File: config.mk
export PLATFORM = sky130hd
export DESIGN_NAME = dm_cache_core
export DESIGN_NICKNAME = d
export VERILOG_FILES = /design/src/rtl/dm_cache_core.sv
export SDC_FILE = /design/constraint.sdc
export NUM_CORES = 1
export LEC_CHECK = 0
export CELL_PAD_IN_SITES_DETAIL_PLACEMENT = 1
export CELL_PAD_IN_SITES_GLOBAL_PLACEMENT = 2
export CORE_UTILIZATION = 48
export DETAILED_ROUTE_END_ITERATION = 8
export PLACE_DENSITY_LB_ADDON = 0.3
export SLEW_MARGIN = 30
export SYNTH_ARGS = -nofsm -noshare
export SYNTH_HDL_FRONTEND = slang
export SYNTH_SLANG_ARGS = --single-unit
File: constraint.sdc
create_clock -name clk -period 9.4 [get_ports clk]
set_clock_uncertainty 0.1 [all_clocks]
set_input_delay 1.41 -clock clk [delete_from_list [all_inputs] [get_ports clk]]
set_output_delay 1.41 -clock clk [all_outputs]
set_load 0.05 [all_outputs]
File: src/rtl/dm_cache_core.sv
// Direct-mapped, write-through, no-write-allocate cache with one-word lines.
// It handles one outstanding core request at a time. Read misses and all
// writes are forwarded to a word-wide memory port.
module dm_cache_core #(
  parameter int ADDR_WIDTH = 32,
  parameter int DATA_WIDTH = 32,
  parameter int NUM_LINES  = 16
) (
  input  logic                    clk,
  input  logic                    rst,
  input  logic                    core_req_valid,
  output logic                    core_req_ready,
  input  logic                    core_req_we,
  input  logic [ADDR_WIDTH-1:0]   core_req_addr,
  input  logic [DATA_WIDTH-1:0]   core_req_wdata,
  input  logic [DATA_WIDTH/8-1:0] core_req_wstrb,
  output logic                    core_resp_valid,
  output logic                    core_resp_is_write,
  output logic [DATA_WIDTH-1:0]   core_resp_rdata,
  output logic [1:0]              core_resp_resp,
  output logic                    mem_req_valid,
  input  logic                    mem_req_ready,
  output logic                    mem_req_we,
  output logic [ADDR_WIDTH-1:0]   mem_req_addr,
  output logic [DATA_WIDTH-1:0]   mem_req_wdata,
  output logic [DATA_WIDTH/8-1:0] mem_req_wstrb,
  input  logic                    mem_resp_valid,
  input  logic [DATA_WIDTH-1:0]   mem_resp_rdata,
  input  logic [1:0]              mem_resp_resp,
  input  logic                    inv_all,
  output logic [31:0]             hit_cnt,
  output logic [31:0]             miss_cnt
);
  localparam int SW  = DATA_WIDTH / 8;
  localparam int OFS = $clog2(SW);
  localparam int IW  = $clog2(NUM_LINES);
  localparam int TW  = ADDR_WIDTH - OFS - IW;

  typedef enum logic [2:0] {S_IDLE, S_LOOKUP, S_MEM_REQ, S_MEM_WAIT, S_RESP} state_t;

  state_t                  r_state;
  logic                    r_we;
  logic [ADDR_WIDTH-1:0]   r_addr;
  logic [DATA_WIDTH-1:0]   r_wdata;
  logic [SW-1:0]           r_wstrb;
  logic                    r_hit;
  logic                    r_inv_pend;
  logic [NUM_LINES-1:0]    r_valid;
  logic [TW-1:0]           r_tag  [NUM_LINES];
  logic [DATA_WIDTH-1:0]   r_data [NUM_LINES];
  logic                    r_resp_valid;
  logic                    r_resp_is_write;
  logic [DATA_WIDTH-1:0]   r_resp_rdata;
  logic [1:0]              r_resp_resp;
  logic                    r_mem_req_valid;
  logic [31:0]             r_hit_cnt;
  logic [31:0]             r_miss_cnt;

  logic [IW-1:0]           w_idx;
  logic [TW-1:0]           w_tag;
  logic                    w_lookup_hit;
  logic                    w_ready;
  logic                    w_accept;
  logic                    w_inv_now;
  logic                    w_resp_ok;
  logic                    w_fill;
  logic                    w_merge;

  // Overlay the bytes of nw selected by strb onto old.
  function automatic logic [DATA_WIDTH-1:0] merge_bytes(
    input logic [DATA_WIDTH-1:0] old,
    input logic [DATA_WIDTH-1:0] nw,
    input logic [SW-1:0]         strb
  );
    logic [DATA_WIDTH-1:0] res;
    res = old;
    for (int b = 0; b < SW; b++) begin
      if (strb[b]) res[b*8 +: 8] = nw[b*8 +: 8];
    end
    return res;
  endfunction

  // The counters stick at all-ones instead of wrapping.
  function automatic logic [31:0] sat_inc(input logic [31:0] c);
    return (c == 32'hFFFF_FFFF) ? c : c + 32'd1;
  endfunction

  assign w_idx        = r_addr[OFS+IW-1:OFS];
  assign w_tag        = r_addr[ADDR_WIDTH-1:OFS+IW];
  assign w_lookup_hit = r_valid[w_idx] && (r_tag[w_idx] == w_tag);
  // An invalidate, whether arriving now or pending, blocks accept for the cycle it is applied.
  assign w_ready      = (r_state == S_IDLE) && !r_inv_pend && !inv_all && !rst;
  assign w_accept     = core_req_valid && w_ready;
  assign w_inv_now    = (r_state == S_IDLE) && (inv_all || r_inv_pend);
  assign w_resp_ok    = (mem_resp_resp == 2'b00);
  assign w_fill       = !rst && (r_state == S_MEM_WAIT) && mem_resp_valid && !r_we && w_resp_ok;
  assign w_merge      = !rst && (r_state == S_MEM_WAIT) && mem_resp_valid && r_we && w_resp_ok && r_hit;

  assign core_req_ready     = w_ready;
  assign core_resp_valid    = r_resp_valid;
  assign core_resp_is_write = r_resp_is_write;
  assign core_resp_rdata    = r_resp_rdata;
  assign core_resp_resp     = r_resp_resp;
  assign mem_req_valid      = r_mem_req_valid;
  assign mem_req_we         = r_we;
  assign mem_req_addr       = r_addr;
  assign mem_req_wdata      = r_wdata;
  assign mem_req_wstrb      = r_wstrb;
  assign hit_cnt            = r_hit_cnt;
  assign miss_cnt           = r_miss_cnt;

  // Control FSM: holds the request, valid bits, counters and registered outputs.
  always_ff @(posedge clk) begin
    if (rst) begin
      r_state         <= S_IDLE;
      r_we            <= 1'b0;
      r_addr          <= '0;
      r_wdata         <= '0;
      r_wstrb         <= '0;
      r_hit           <= 1'b0;
      r_inv_pend      <= 1'b0;
      r_valid         <= '0;
      r_resp_valid    <= 1'b0;
      r_resp_is_write <= 1'b0;
      r_resp_rdata    <= '0;
      r_resp_resp     <= 2'b00;
      r_mem_req_valid <= 1'b0;
      r_hit_cnt       <= '0;
      r_miss_cnt      <= '0;
    end else begin
      r_resp_valid <= 1'b0;
      case (r_state)
        S_IDLE: begin
          if (w_inv_now) begin
            r_valid    <= '0;
            r_inv_pend <= 1'b0;
          end else if (w_accept) begin
            r_we    <= core_req_we;
            r_addr  <= core_req_addr;
            r_wdata <= core_req_wdata;
            r_wstrb <= core_req_wstrb;
            r_state <= S_LOOKUP;
          end
        end
        S_LOOKUP: begin
          r_hit <= w_lookup_hit;
          if (!r_we && w_lookup_hit) begin
            r_resp_valid    <= 1'b1;
            r_resp_is_write <= 1'b0;
            r_resp_rdata    <= r_data[w_idx];
            r_resp_resp     <= 2'b00;
            r_hit_cnt       <= sat_inc(r_hit_cnt);
            r_state         <= S_RESP;
          end else begin
            if (!r_we) r_miss_cnt <= sat_inc(r_miss_cnt);
            r_mem_req_valid <= 1'b1;
            r_state         <= S_MEM_REQ;
          end
        end
        S_MEM_REQ: begin
          if (mem_req_ready) begin
            r_mem_req_valid <= 1'b0;
            r_state         <= S_MEM_WAIT;
          end
        end
        S_MEM_WAIT: begin
          if (mem_resp_valid) begin
            r_resp_valid    <= 1'b1;
            r_resp_is_write <= r_we;
            r_resp_rdata    <= r_we ? '0 : mem_resp_rdata;
            r_resp_resp     <= mem_resp_resp;
            if (w_fill) r_valid[w_idx] <= 1'b1;
            r_state         <= S_RESP;
          end
        end
        S_RESP:  r_state <= S_IDLE;
        default: r_state <= S_IDLE;
      endcase
      // Remember an invalidate seen mid-operation until the FSM returns to IDLE.
      if (inv_all && (r_state != S_IDLE)) r_inv_pend <= 1'b1;
    end
  end

  // Tag/data storage is not reset; validity is tracked by r_valid.
  always_ff @(posedge clk) begin
    if (w_fill) begin
      r_tag[w_idx]  <= w_tag;
      r_data[w_idx] <= mem_resp_rdata;
    end else if (w_merge) begin
      r_data[w_idx] <= merge_bytes(r_data[w_idx], r_wdata, r_wstrb);
    end
  end
endmodule

Yosys cells after proc, flatten, opt, wreduce, memory -nomap -nowiden. Memories as Yosys holds them, arrays and structs flattened. A register that Yosys moved wholly into a read port is not among the register bits. Index checks and enable logic that the tools add are counted.

Register bits: 191. RAM bits: 928. Input port bits: 109. Output and inout port bits: 171. Word-level logic and storage cells: 134. Memories kept: 2.

Add/subtract/negate cells: 2. Order comparisons: 2. Eq/ne operators: 14. Muxes and demuxes: 55. Bitwise gates (word level): 7. Reduce and logical (&&, ||, !) cells: 37.

Memories: r_data (words 16, bits a word 32, rd ports 1, clocked after memory_dff 1, wr ports 1, line 50) `logic [DATA_WIDTH-1:0] r_data [NUM_LINES];`; r_tag (words 16, bits a word 26, rd ports 1, clocked after memory_dff 1, wr ports 1, line 49) `logic [TW-1:0] r_tag [NUM_LINES];`.

Operators with widths (count): 2-to-1 mux 32 bit (4); 2-to-1 mux 8 bit (12); adder 32 x 1 -> 32 bit (second input constant) (2); == test 32 bit (second input constant) (2); one-hot mux 32 bit (2 select lines) (1); 2-to-1 mux 16 bit (3); one-hot mux 16 bit (2 select lines) (1); == test 26 bit (1); logical AND 1 bit (16); 2-to-1 mux 1 bit (16); 2-to-1 mux 4 bit (4); inequality test 2 bit (second input constant) (8); OR 16 bit (1); 2-to-1 mux 3 bit (5); one-hot mux 3 bit (4 select lines) (1); AND reduction 3 bit (4); AND reduction 4 bit (3); nonzero test 2 bit (5); == test 3 x 2 -> 1 bit (second input constant) (2); one-hot mux 1 bit (2 select lines) (3); less-than comparator 4 x 5 -> 1 bit (second input constant) (1); NOT 1 bit (5); binary-select mux 1 bit (select 4 bit) (1); demux 1 bit (select 4 bit) (1); other kinds (11) (15).

Depth between registers and ports, before layout. Gate-level depths: netlist (run 1).

Word-level depth: 10. Mapped depth: 16. Mapped depth without buffers: 9.

Worst setup path before layout (run 1). Ideal clock, no wire load.

Kind: input-to-reg. Start point: in rst. End point: mem r_data[12][0] (enable). Setup time: 0.502 ns. Arrival: 5.261 ns. Required time: 8.798 ns. Slack: 3.538 ns. Stages: 4. Buffers on the path: 1. Path through: clkbuf_1 > nor4_1 > o21ai_1 > nor4_1.

Word-level cells in the longest chain between the ends: 10. Elaborated cells on any way between the ends: 14. Those cells by class: mux: 5; bitwise: 1; reduce/logical: 8.

Ends and longest elaborated chain: start, declared (line 10) `input logic rst,`; zero test 1 bit (*) (line 96, 97); logical AND 1 bit (*) (2 in a row) (line 96, 97); logical AND 1 bit (3 in a row) (line 97) `assign w_merge = !rst && (r_state == S_MEM_WAIT) && mem_resp_valid && r_we && w_resp_ok && r_hit;`; 2-to-1 mux 1 bit (line 189) `end else if (w_merge) begin`; 2-to-1 mux 1 bit (line 186) `if (w_fill) begin`; 2-to-1 mux 1 bit (implied by the code) (line 190) `r_data[w_idx] <= merge_bytes(r_data[w_idx], r_wdata, r_wstrb);`; OR 1 bit (no line) (*); end, declared (line 50).

Every way passes the cells marked *; elsewhere a longest branch is shown, timed or not.

==> impl_metrics.prom, run 1 <==
# TYPE chip_impl_metric gauge
chip_impl_metric{name="number_of_i_o_pins",unit=""} 280
chip_impl_metric{name="route.detailed.vias_per_inst",unit=""} 6.18
chip_impl_metric{name="cts.sinks",unit=""} 1123
chip_impl_info{name="synthFlopType",value="sky130_fd_sc_hd__edfxtp_1"} 1
chip_impl_metric{name="wl_per_cell",unit="µm"} 29.6
chip_impl_metric{name="clock_power_share",unit=""} 0.422
chip_impl_metric{name="synth_seq_area_share",unit=""} 0.703
chip_impl_info{name="sort_of_element_at_the_start_of_the_critical_path",value="flop"} 1
chip_impl_metric{name="drv_cap",unit=""} 0
chip_impl_metric{name="power_frac_comb",unit=""} 0.060
chip_impl_metric{name="post_synth_and_or_nand_nor_area_fraction",unit=""} 0.0784
chip_impl_metric{name="vdd.ir_drop.worst",unit="V"} 0.000169
chip_impl_metric{name="yosysWarningCount",unit=""} 0
chip_impl_metric{name="ant_nets",unit=""} 0
chip_impl_metric{name="grt_util_all_layers",unit=""} 0.271
chip_impl_info{name="grt_setup_unrepaired",value="false"} 1
chip_impl_metric{name="synth_compound_area_frac",unit=""} 0.0406
chip_impl_metric{name="vias",unit=""} 26819
chip_impl_info{name="status",value="finished, final reports clean"} 1
chip_impl_info{name="end_kind",value="flop"} 1
chip_impl_metric{name="drcViolationCount",unit=""} 0
chip_impl_metric{name="synth_cell_area",unit="µm²"} 45200
chip_impl_metric{name="initial_core_util",unit=""} 0.484
chip_impl_metric{name="timing_max_transition_violations_final",unit=""} 0
chip_impl_metric{name="layout-drive-gt1-share",unit=""} 0.187
chip_impl_info{name="cp_common_cell",value="sky130_fd_sc_hd__nor2_1"} 1
chip_impl_metric{name="number_of_hold_buffers_added_after_cts",unit=""} 0
chip_impl_metric{name="netlist_instances",unit=""} 2705
chip_impl_metric{name="cts_post_setup_buffers_inserted",unit=""} 0
chip_impl_metric{name="cp_max_fo",unit=""} 93
chip_impl_metric{name="die_h",unit="µm"} 309
chip_impl_info{name="hold_path_class",value="reg2reg"} 1
chip_impl_metric{name="rows",unit=""} 112
chip_impl_metric{name="overflow",unit=""} 0
chip_impl_metric{name="drtIter0Drc",unit=""} 2367
chip_impl_metric{name="die_w",unit="µm"} 309
chip_impl_metric{name="crit_required",unit="ns"} 9.87
chip_impl_metric{name="timing_worst_slew_pin_value",unit="ns"} 0.960
chip_impl_metric{name="worst-endpoint-arrival",unit="ns"} 5.63
chip_impl_metric{name="synth.top_cell.area_share",unit=""} 0.617
chip_impl_metric{name="synth-async-reset-ratio",unit=""} 0
chip_impl_metric{name="synth.mux.area_fraction",unit=""} 0.151
chip_impl_metric{name="cts_buffer_depth",unit=""} 3
chip_impl_metric{name="core_area",unit="µm²"} 93300
chip_impl_metric{name="final.setup.tns",unit="ns"} 0
chip_impl_metric{name="place_congestion",unit=""} 0.788
chip_impl_metric{name="ys_seq_elements",unit=""} 1123
chip_impl_metric{name="grt_max_degree",unit=""} 106
chip_impl_metric{name="post_cts.resized_instances",unit=""} 0
chip_impl_metric{name="number_of_inserted_diodes",unit=""} 0
chip_impl_metric{name="timing.final.crit_period",unit="ns"} 5.16
chip_impl_metric{name="global_route_wire_length_before_repair",unit="µm"} 188000
chip_impl_metric{name="total_wirelength_of_the_detailed_routed_design",unit="µm"} 128000
chip_impl_info{name="worst_path_cell_trace",value="buf_12 > nor2_1 > a22o_1 > or3_1 > a211oi_1 > nor2_1 > nor4_2 > and3_2 > buf_4 > nor2_1 > mux2_1"} 1
chip_impl_info{name="synth_area_leaders",value="sky130_fd_sc_hd__edfxtp_1, sky130_fd_sc_hd__mux4_2, sky130_fd_sc_hd__dfxtp_1"} 1
chip_impl_metric{name="pwr-share-seq",unit=""} 0.518
chip_impl_metric{name="layout.core_utilization",unit=""} 0.571
chip_impl_metric{name="cts_buffer_count",unit=""} 113
chip_impl_info{name="synth_top_family_by_area",value="multiplexers"} 1
chip_impl_metric{name="edff_count_synth",unit=""} 928
chip_impl_metric{name="syn_avg_cell_area",unit="µm²"} 16.7
chip_impl_metric{name="grt_pass1_vias",unit=""} 28502
chip_impl_metric{name="floorplan.die_area",unit="µm²"} 95400
chip_impl_metric{name="final_cell_count_no_fill",unit=""} 4341
chip_impl_metric{name="setup_violations",unit=""} 0
chip_impl_metric{name="antenna_violations_before_repair",unit=""} 2
chip_impl_metric{name="hpwl",unit="µm"} 72900
chip_impl_metric{name="power_report.internal_total",unit="mW"} 8.22
chip_impl_metric{name="io_buffers",unit=""} 279
chip_impl_metric{name="synth_fa_ha_area_frac",unit=""} 0.000554
chip_impl_metric{name="delay_contributed_by_the_slowest_stage_of_the_critical_path",unit="ns"} 0.87
chip_impl_metric{name="htreeDepth",unit=""} 3
chip_impl_metric{name="drt_first_pass_iters",unit=""} 7
chip_impl_info{name="worst_path_max_delay_cell",value="sky130_fd_sc_hd__dfxtp_4"} 1
chip_impl_metric{name="p_leak",unit="nW"} 17.1
chip_impl_metric{name="placedInstanceArea",unit="µm²"} 49600
chip_impl_metric{name="hold_violations_final",unit=""} 0
chip_impl_metric{name="power_density_over_the_cells",unit="nW/µm²"} 199
chip_impl_metric{name="insertion_delay",unit="ns"} 0.70
chip_impl_metric{name="hold_slack",unit="ns"} 0.376
chip_impl_metric{name="sw_frac_of_total",unit=""} 0.223
chip_impl_metric{name="fmax",unit="GHz"} 0.194
chip_impl_metric{name="dpl.cell_count",unit=""} 4127
chip_impl_metric{name="timing.max_slew.rel_slack",unit=""} 0.356
chip_impl_metric{name="power.switching",unit="mW"} 2.36
chip_impl_metric{name="final_worst_path_period_share",unit=""} 0.549
chip_impl_info{name="netlist.top_cell.by_area",value="sky130_fd_sc_hd__edfxtp_1"} 1
chip_impl_info{name="worstSetupPathType",value="reg2reg"} 1
chip_impl_metric{name="post_synth_num_cell_types",unit=""} 71
chip_impl_metric{name="postLayoutCellArea",unit="µm²"} 53300
chip_impl_info{name="cts_tree",value="yes"} 1
chip_impl_metric{name="signed_area_change_from_the_synthesized_netlist_to_the_final_layout",unit="%"} 17.9
chip_impl_info{name="cts.root.buffer_cell",value="sky130_fd_sc_hd__clkbuf_16"} 1
chip_impl_metric{name="layout.nets",unit=""} 3100
chip_impl_metric{name="synth_xor_area_frac",unit=""} 0.00678
chip_impl_metric{name="clk_pin_slew",unit="ns"} 0.06
chip_impl_metric{name="mappedNetlistNets",unit=""} 2816
## per-layer routing
layer	up-vias	track usage	share of wire
met1	14236	0.360	0.40
met2	1043	0.468	0.51
met4	4	0.0728	0.022
li1	11370	-	-
met5	-	0	0.00019
met3	166	0.0395	0.067
## critical path: cells and delay by family, from the launching register on
kind | cells | cell delay [ns]
multiplexers | 1 | 0.35
buffers and inverters | 2 | 1.05
AND/OR/NAND/NOR | 6 | 1.65
flip-flops | 1 | 0.87
AO/OA/AOI/OAI | 2 | 0.92
## final timing paths
kind | startpoint | endpoint | slack, ns | depth (start not counted)
setup / recovery | flop | miss_cnt[0]$_SDFFE_PP0P_ | 4.24 | 11
hold / removal | r_valid[11]$_SDFFE_PP0P_ | r_valid[11]$_SDFFE_PP0P_ | 0.38 | 2
hold reg to reg | r_valid[11]$_SDFFE_PP0P_ | r_valid[11]$_SDFFE_PP0P_ | 0.38 | 2
setup reg to reg | flop | miss_cnt[0]$_SDFFE_PP0P_ | 4.24 | 11
## through the flow
step,total power [mW],setup slack (ns)
6_report,10.6,4.24
5_1_grt,10.8,3.87
4_1_cts,10.6,4.24
3_5_place_dp,6.22,3.98
3_3_place_gp,6.19,3.90
2_1_floorplan,5.96,3.54
## power groups by stage
stage / Combinational [mW] / Sequential (mW) / Clock, mW
floorplan: 0.361 / 5.60 / 0
finish: 0.631 / 5.48 / 4.47
global placement: 0.606 / 5.58 / 0
detailed placement: 0.626 / 5.59 / 0
global route: 0.669 / 5.49 / 4.69
CTS: 0.631 / 5.48 / 4.53
## cell usage in the layout (no fill, tap or decap), types with 33 or more instances in the layout
| cell | n |
|---|---|
| sky130_fd_sc_hd__a21oi_1 | 83 |
| sky130_fd_sc_hd__buf_4 | 67 |
| sky130_fd_sc_hd__clkbuf_16 | 116 |
| sky130_fd_sc_hd__clkdlybuf4s50_1 | 278 |
| sky130_fd_sc_hd__clkinv_2 | 34 |
| sky130_fd_sc_hd__dfxtp_1 | 189 |
| sky130_fd_sc_hd__edfxtp_1 | 928 |
| sky130_fd_sc_hd__mux2i_1 | 109 |
| sky130_fd_sc_hd__mux4_2 | 245 |
| sky130_fd_sc_hd__nand2_1 | 216 |
| sky130_fd_sc_hd__nand3_1 | 105 |
| sky130_fd_sc_hd__nand4_1 | 61 |
| sky130_fd_sc_hd__nor2_1 | 71 |
| sky130_fd_sc_hd__nor3b_1 | 41 |
| sky130_fd_sc_hd__o21ai_0 | 33 |
| sky130_fd_sc_hd__o31ai_1 | 56 |
## layout make-up
cell class	instances	area, µm²
Multi-Input combinational cell	1387	12800
Clock inverter	63	551
Tap cell	1254	1570
Sequential cell	1123	31800
Timing Repair Buffer	351	3400
Clock buffer	150	3120
Inverter	13	55.1
Fill cell	8475	40000
## kinds of logic (layout without fill, tap and decap cells)
family	count (synthesis)	after routing
fa+ha+maj	2	2
flops	1123	1123
buf+inv	195	577
xor+xnor	35	35
compound gates	282	282
simple gates	694	694
mux	374	374
## synth_stat cells (3+ instances only)
cell                       instances
sky130_fd_sc_hd__a22o_1            5
sky130_fd_sc_hd__buf_1            43
sky130_fd_sc_hd__buf_4             9
sky130_fd_sc_hd__mux2i_1         109
sky130_fd_sc_hd__o31a_1            9
sky130_fd_sc_hd__and4_1           11
sky130_fd_sc_hd__edfxtp_1        928
sky130_fd_sc_hd__a22oi_1          17
sky130_fd_sc_hd__nor4b_1           6
sky130_fd_sc_hd__nor4_1           27
sky130_fd_sc_hd__o31ai_1          56
sky130_fd_sc_hd__nand4_1          61
sky130_fd_sc_hd__xor2_1           12
sky130_fd_sc_hd__nor2b_1          27
sky130_fd_sc_hd__o22a_1            3
sky130_fd_sc_hd__buf_2            27
sky130_fd_sc_hd__o211ai_1          6
sky130_fd_sc_hd__nor3b_1          41
sky130_fd_sc_hd__nand2_1         219
sky130_fd_sc_hd__a31oi_1          10
sky130_fd_sc_hd__buf_6            10
sky130_fd_sc_hd__o21ai_0          54
sky130_fd_sc_hd__and2_1            8
sky130_fd_sc_hd__a32o_1            3
sky130_fd_sc_hd__mux2_2           19
sky130_fd_sc_hd__nor3_1           15
sky130_fd_sc_hd__mux4_2          245
sky130_fd_sc_hd__and3_1           19
sky130_fd_sc_hd__or4_1            21
sky130_fd_sc_hd__nand2b_1          7
sky130_fd_sc_hd__inv_1            10
sky130_fd_sc_hd__a21oi_1          83
sky130_fd_sc_hd__o21a_1            9
sky130_fd_sc_hd__dfxtp_1         195
sky130_fd_sc_hd__xnor2_1          23
sky130_fd_sc_hd__clkbuf_1         92
sky130_fd_sc_hd__nor2_1           97
sky130_fd_sc_hd__or3_1            17
sky130_fd_sc_hd__nand3_1         107
sky130_fd_sc_hd__a211o_1           5
## registers in the layout, indices dropped and copies added (netlist names), 2 cells and up, named ones only
name             flops
core_resp_resp       2
mem_req_addr        32
hit_cnt             32
r_data             512
r_valid             16
miss_cnt            32
mem_req_wstrb        4
core_resp_rdata     32
r_state              3
r_tag              416
mem_req_wdata       32
Note: power is estimated with default switching activity, not from simulation.
==> run 2, diff against run 1 <==
Settings changed: CORE_UTILIZATION 48 to 40.
Clock period 9.4 ns to 4.73 ns, I/O delays scaled along.
==> run 2 against run 1 <==
Routed wire length is 1.7% higher. Sequential share of layout area is 1.3 points lower. Die area is 20% higher. Fmax is 18% higher. First-iteration DRC count is 0.63% higher. Cell count is 6.8% higher. Non-clock buffer count is 48 higher. Sequential cell count stayed put. Count of clock-buffer cells in the layout is 4 higher. Clock power is 120% higher. Critical endpoint is now hit_cnt[21]$_SDFFE_PP0P_. Highest routed layer unchanged.
==> impl_metrics.prom, run 2 (synthesis gave the netlist of run 1 again) <==
# TYPE chip_impl_metric gauge
chip_impl_metric{name="worst-endpoint-arrival",unit="ns"} 4.90
chip_impl_metric{name="overflow",unit=""} 0
chip_impl_metric{name="drv_cap",unit=""} 0
chip_impl_metric{name="power.switching",unit="mW"} 4.84
chip_impl_metric{name="fmax",unit="GHz"} 0.228
chip_impl_metric{name="power_frac_comb",unit=""} 0.059
chip_impl_metric{name="antenna_violations_before_repair",unit=""} 5
chip_impl_metric{name="vdd.ir_drop.worst",unit="V"} 0.000272
chip_impl_metric{name="power_density_over_the_cells",unit="nW/µm²"} 403
chip_impl_metric{name="cts.sinks",unit=""} 1123
chip_impl_info{name="max_flop_register",value="r_data"} 1
chip_impl_metric{name="ant_nets",unit=""} 0
chip_impl_metric{name="io_buffers",unit=""} 279
chip_impl_metric{name="multi_input_comb_area",unit="µm²"} 12800
chip_impl_metric{name="clock_power_share",unit=""} 0.446
chip_impl_metric{name="timing_worst_slew_pin_value",unit="ns"} 1.02
chip_impl_metric{name="crit_required",unit="ns"} 5.25
chip_impl_metric{name="cts_buffer_count",unit=""} 117
chip_impl_metric{name="route.detailed.vias_per_inst",unit=""} 5.76
chip_impl_metric{name="hpwl",unit="µm"} 77500
chip_impl_metric{name="fin_ws",unit="ns"} 0.347
chip_impl_metric{name="power_report.internal_total",unit="mW"} 17.1
chip_impl_metric{name="timing.final.crit_period",unit="ns"} 4.38
chip_impl_metric{name="fillCellCount",unit=""} 10463
chip_impl_metric{name="insertion_delay",unit="ns"} 0.71
chip_impl_metric{name="clk_pin_slew",unit="ns"} 0.06
chip_impl_info{name="layout_common_cells",value="sky130_fd_sc_hd__edfxtp_1, sky130_fd_sc_hd__clkdlybuf4s50_1, sky130_fd_sc_hd__mux4_2"} 1
chip_impl_info{name="top_regs",value="r_data: 512 flops, r_tag: 416 flops"} 1
chip_impl_metric{name="htreeDepth",unit=""} 3
chip_impl_metric{name="vias",unit=""} 26694
chip_impl_info{name="worst_path_max_delay_cell",value="sky130_fd_sc_hd__dfxtp_4"} 1
chip_impl_metric{name="delay_contributed_by_the_slowest_stage_of_the_critical_path",unit="ns"} 0.79
chip_impl_metric{name="global_route_wire_length_before_repair",unit="µm"} 190000
chip_impl_info{name="status",value="finished, final reports clean"} 1
chip_impl_metric{name="cts_buffer_depth",unit=""} 3
chip_impl_metric{name="hold_slack",unit="ns"} 0.362
chip_impl_info{name="hold_path_class",value="reg2reg"} 1
chip_impl_metric{name="die_w",unit="µm"} 338
chip_impl_metric{name="p_leak",unit="nW"} 17.6
chip_impl_info{name="most_common_cell_after_layout_fill_and_taps_aside",value="sky130_fd_sc_hd__edfxtp_1"} 1
chip_impl_metric{name="dpl.cell_count",unit=""} 4410
chip_impl_metric{name="final_cell_count_no_fill",unit=""} 4635
chip_impl_info{name="sort_of_element_at_the_start_of_the_critical_path",value="flop"} 1
chip_impl_metric{name="worst_case_setup_slack_after_placement",unit="ns"} 0.339
chip_impl_metric{name="pwr-share-seq",unit=""} 0.495
chip_impl_metric{name="die_h",unit="µm"} 338
chip_impl_info{name="worst_path_cell_trace",value="mux4_2 > mux2i_1 > mux2_2 > a2111oi_1 > nand4_1 > nor4_2 > nand3_2 > buf_4 > or4_1 > a21oi_1"} 1
chip_impl_metric{name="setup_violations",unit=""} 0
chip_impl_metric{name="number_of_i_o_pins",unit=""} 280
chip_impl_metric{name="total_wirelength_of_the_detailed_routed_design",unit="µm"} 131000
chip_impl_metric{name="final_worst_path_period_share",unit=""} 0.927
chip_impl_metric{name="cts_post_setup_buffers_inserted",unit=""} 0
chip_impl_metric{name="grt_util_all_layers",unit=""} 0.226
chip_impl_metric{name="layout-drive-gt1-share",unit=""} 0.204
chip_impl_metric{name="largest_register_ffs",unit=""} 512
chip_impl_metric{name="timing.max_slew.rel_slack",unit=""} 0.319
chip_impl_metric{name="initial_core_util",unit=""} 0.406
chip_impl_metric{name="sw_frac_of_total",unit=""} 0.221
chip_impl_info{name="worstSetupPathType",value="reg2reg"} 1
chip_impl_metric{name="final-seq-area",unit="µm²"} 31800
chip_impl_info{name="end_kind",value="flop"} 1
chip_impl_info{name="cts_tree",value="yes"} 1
chip_impl_metric{name="rows",unit=""} 122
chip_impl_metric{name="cp_max_fo",unit=""} 60
chip_impl_metric{name="wl_per_cell",unit="µm"} 28.2
chip_impl_metric{name="core_area",unit="µm²"} 111000
chip_impl_metric{name="signed_area_change_from_the_synthesized_netlist_to_the_final_layout",unit="%"} 20.5
chip_impl_info{name="grt_setup_unrepaired",value="false"} 1
chip_impl_metric{name="place_congestion",unit=""} 0.781
chip_impl_metric{name="grt_pass1_vias",unit=""} 28238
chip_impl_metric{name="floorplan.die_area",unit="µm²"} 114000
chip_impl_metric{name="power.total",unit="mW"} 22.0
chip_impl_metric{name="drcViolationCount",unit=""} 0
chip_impl_metric{name="post_cts.resized_instances",unit=""} 0
chip_impl_metric{name="number_of_hold_buffers_added_after_cts",unit=""} 0
chip_impl_metric{name="layout.nets",unit=""} 3152
chip_impl_metric{name="drtIter0Drc",unit=""} 2382
chip_impl_metric{name="grt_max_degree",unit=""} 87
chip_impl_metric{name="timing_max_transition_violations_final",unit=""} 0
chip_impl_metric{name="drt_first_pass_iters",unit=""} 5
chip_impl_info{name="cts.root.buffer_cell",value="sky130_fd_sc_hd__clkbuf_16"} 1
chip_impl_metric{name="hold_violations_final",unit=""} 0
run 2: changes by cell type in the layout (fill, tap and decap cells not counted), moves of 8 or more:
cell | previous run | this run
sky130_fd_sc_hd__buf_4 | 67 | 109
sky130_fd_sc_hd__o21ai_1 | 12 | 4
sky130_fd_sc_hd__clkinv_2 | 34 | 24
sky130_fd_sc_hd__clkinvlp_4 | 2 | 13
sky130_fd_sc_hd__o21ai_0 | 33 | 42
sky130_fd_sc_hd__clkinv_1 | 16 | 8
sky130_fd_sc_hd__bufinv_16 | 8 | 18
run 2: worst max-delay path: cells and delay by family (launching register included):
family	cells	cell delay, ns
buf+inv	1	0.33
compound gates	2	0.62
simple gates	4	1.28
mux	3	1.13
flops	1	0.79
run 2: path summary, 6_finish.rpt:
kind | from | cells after the start | slack, ns | endpoint
hold reg to reg | mem_req_addr[1]$_SDFFE_PP0P_ | 2 | 0.36 | mem_req_addr[1]$_SDFFE_PP0P_
hold / removal | mem_req_addr[1]$_SDFFE_PP0P_ | 2 | 0.36 | mem_req_addr[1]$_SDFFE_PP0P_
setup / recovery | flop | 10 | 0.35 | hit_cnt[21]$_SDFFE_PP0P_
setup reg to reg | flop | 10 | 0.35 | hit_cnt[21]$_SDFFE_PP0P_
run 2: metrics by stage:
stage,instance area (µm²),setup TNS (ns),utilization
2_1_floorplan,45200,-27.63,-
3_3_place_gp,50300,0,0.452
3_5_place_dp,50300,0,0.452
4_1_cts,54400,0,0.489
6_report,54500,0,0.490
5_1_grt,54500,0,0.490
run 2: cell type report:
cell class | count | area share
antenna | 2 | 0.0000919
clock buffer | 154 | 0.0597
clock inverter | 69 | 0.0159
inverter | 13 | 0.00101
multi-input combinational | 1387 | 0.235
sequential | 1123 | 0.583
tap | 1488 | 0.0342
timing repair buffer | 399 | 0.0703
run 2: routing by layer:
metal | GRT usage | part of all wire | vias to the layer above | wire length (µm)
met5 | 0 | 0.00030 | - | 39
met4 | 0.0605 | 0.023 | 4 | 2940
met3 | 0.0398 | 0.060 | 176 | 7880
met2 | 0.385 | 0.50 | 813 | 65500
met1 | 0.297 | 0.42 | 14193 | 54300
li1 | - | - | 11508 | -
run 2: power groups by stage:
| stage | logic [mW] | clock network (mW) | registers [mW] |
|---|---|---|---|
| 3_5_place_dp | 1.29 | 0 | 11.1 |
| 6_report | 1.29 | 9.79 | 10.9 |
| 2_1_floorplan | 0.717 | 0 | 11.1 |
| 5_1_grt | 1.37 | 10.3 | 10.9 |
| 3_3_place_gp | 1.26 | 0 | 11.1 |
| 4_1_cts | 1.30 | 9.98 | 10.9 |
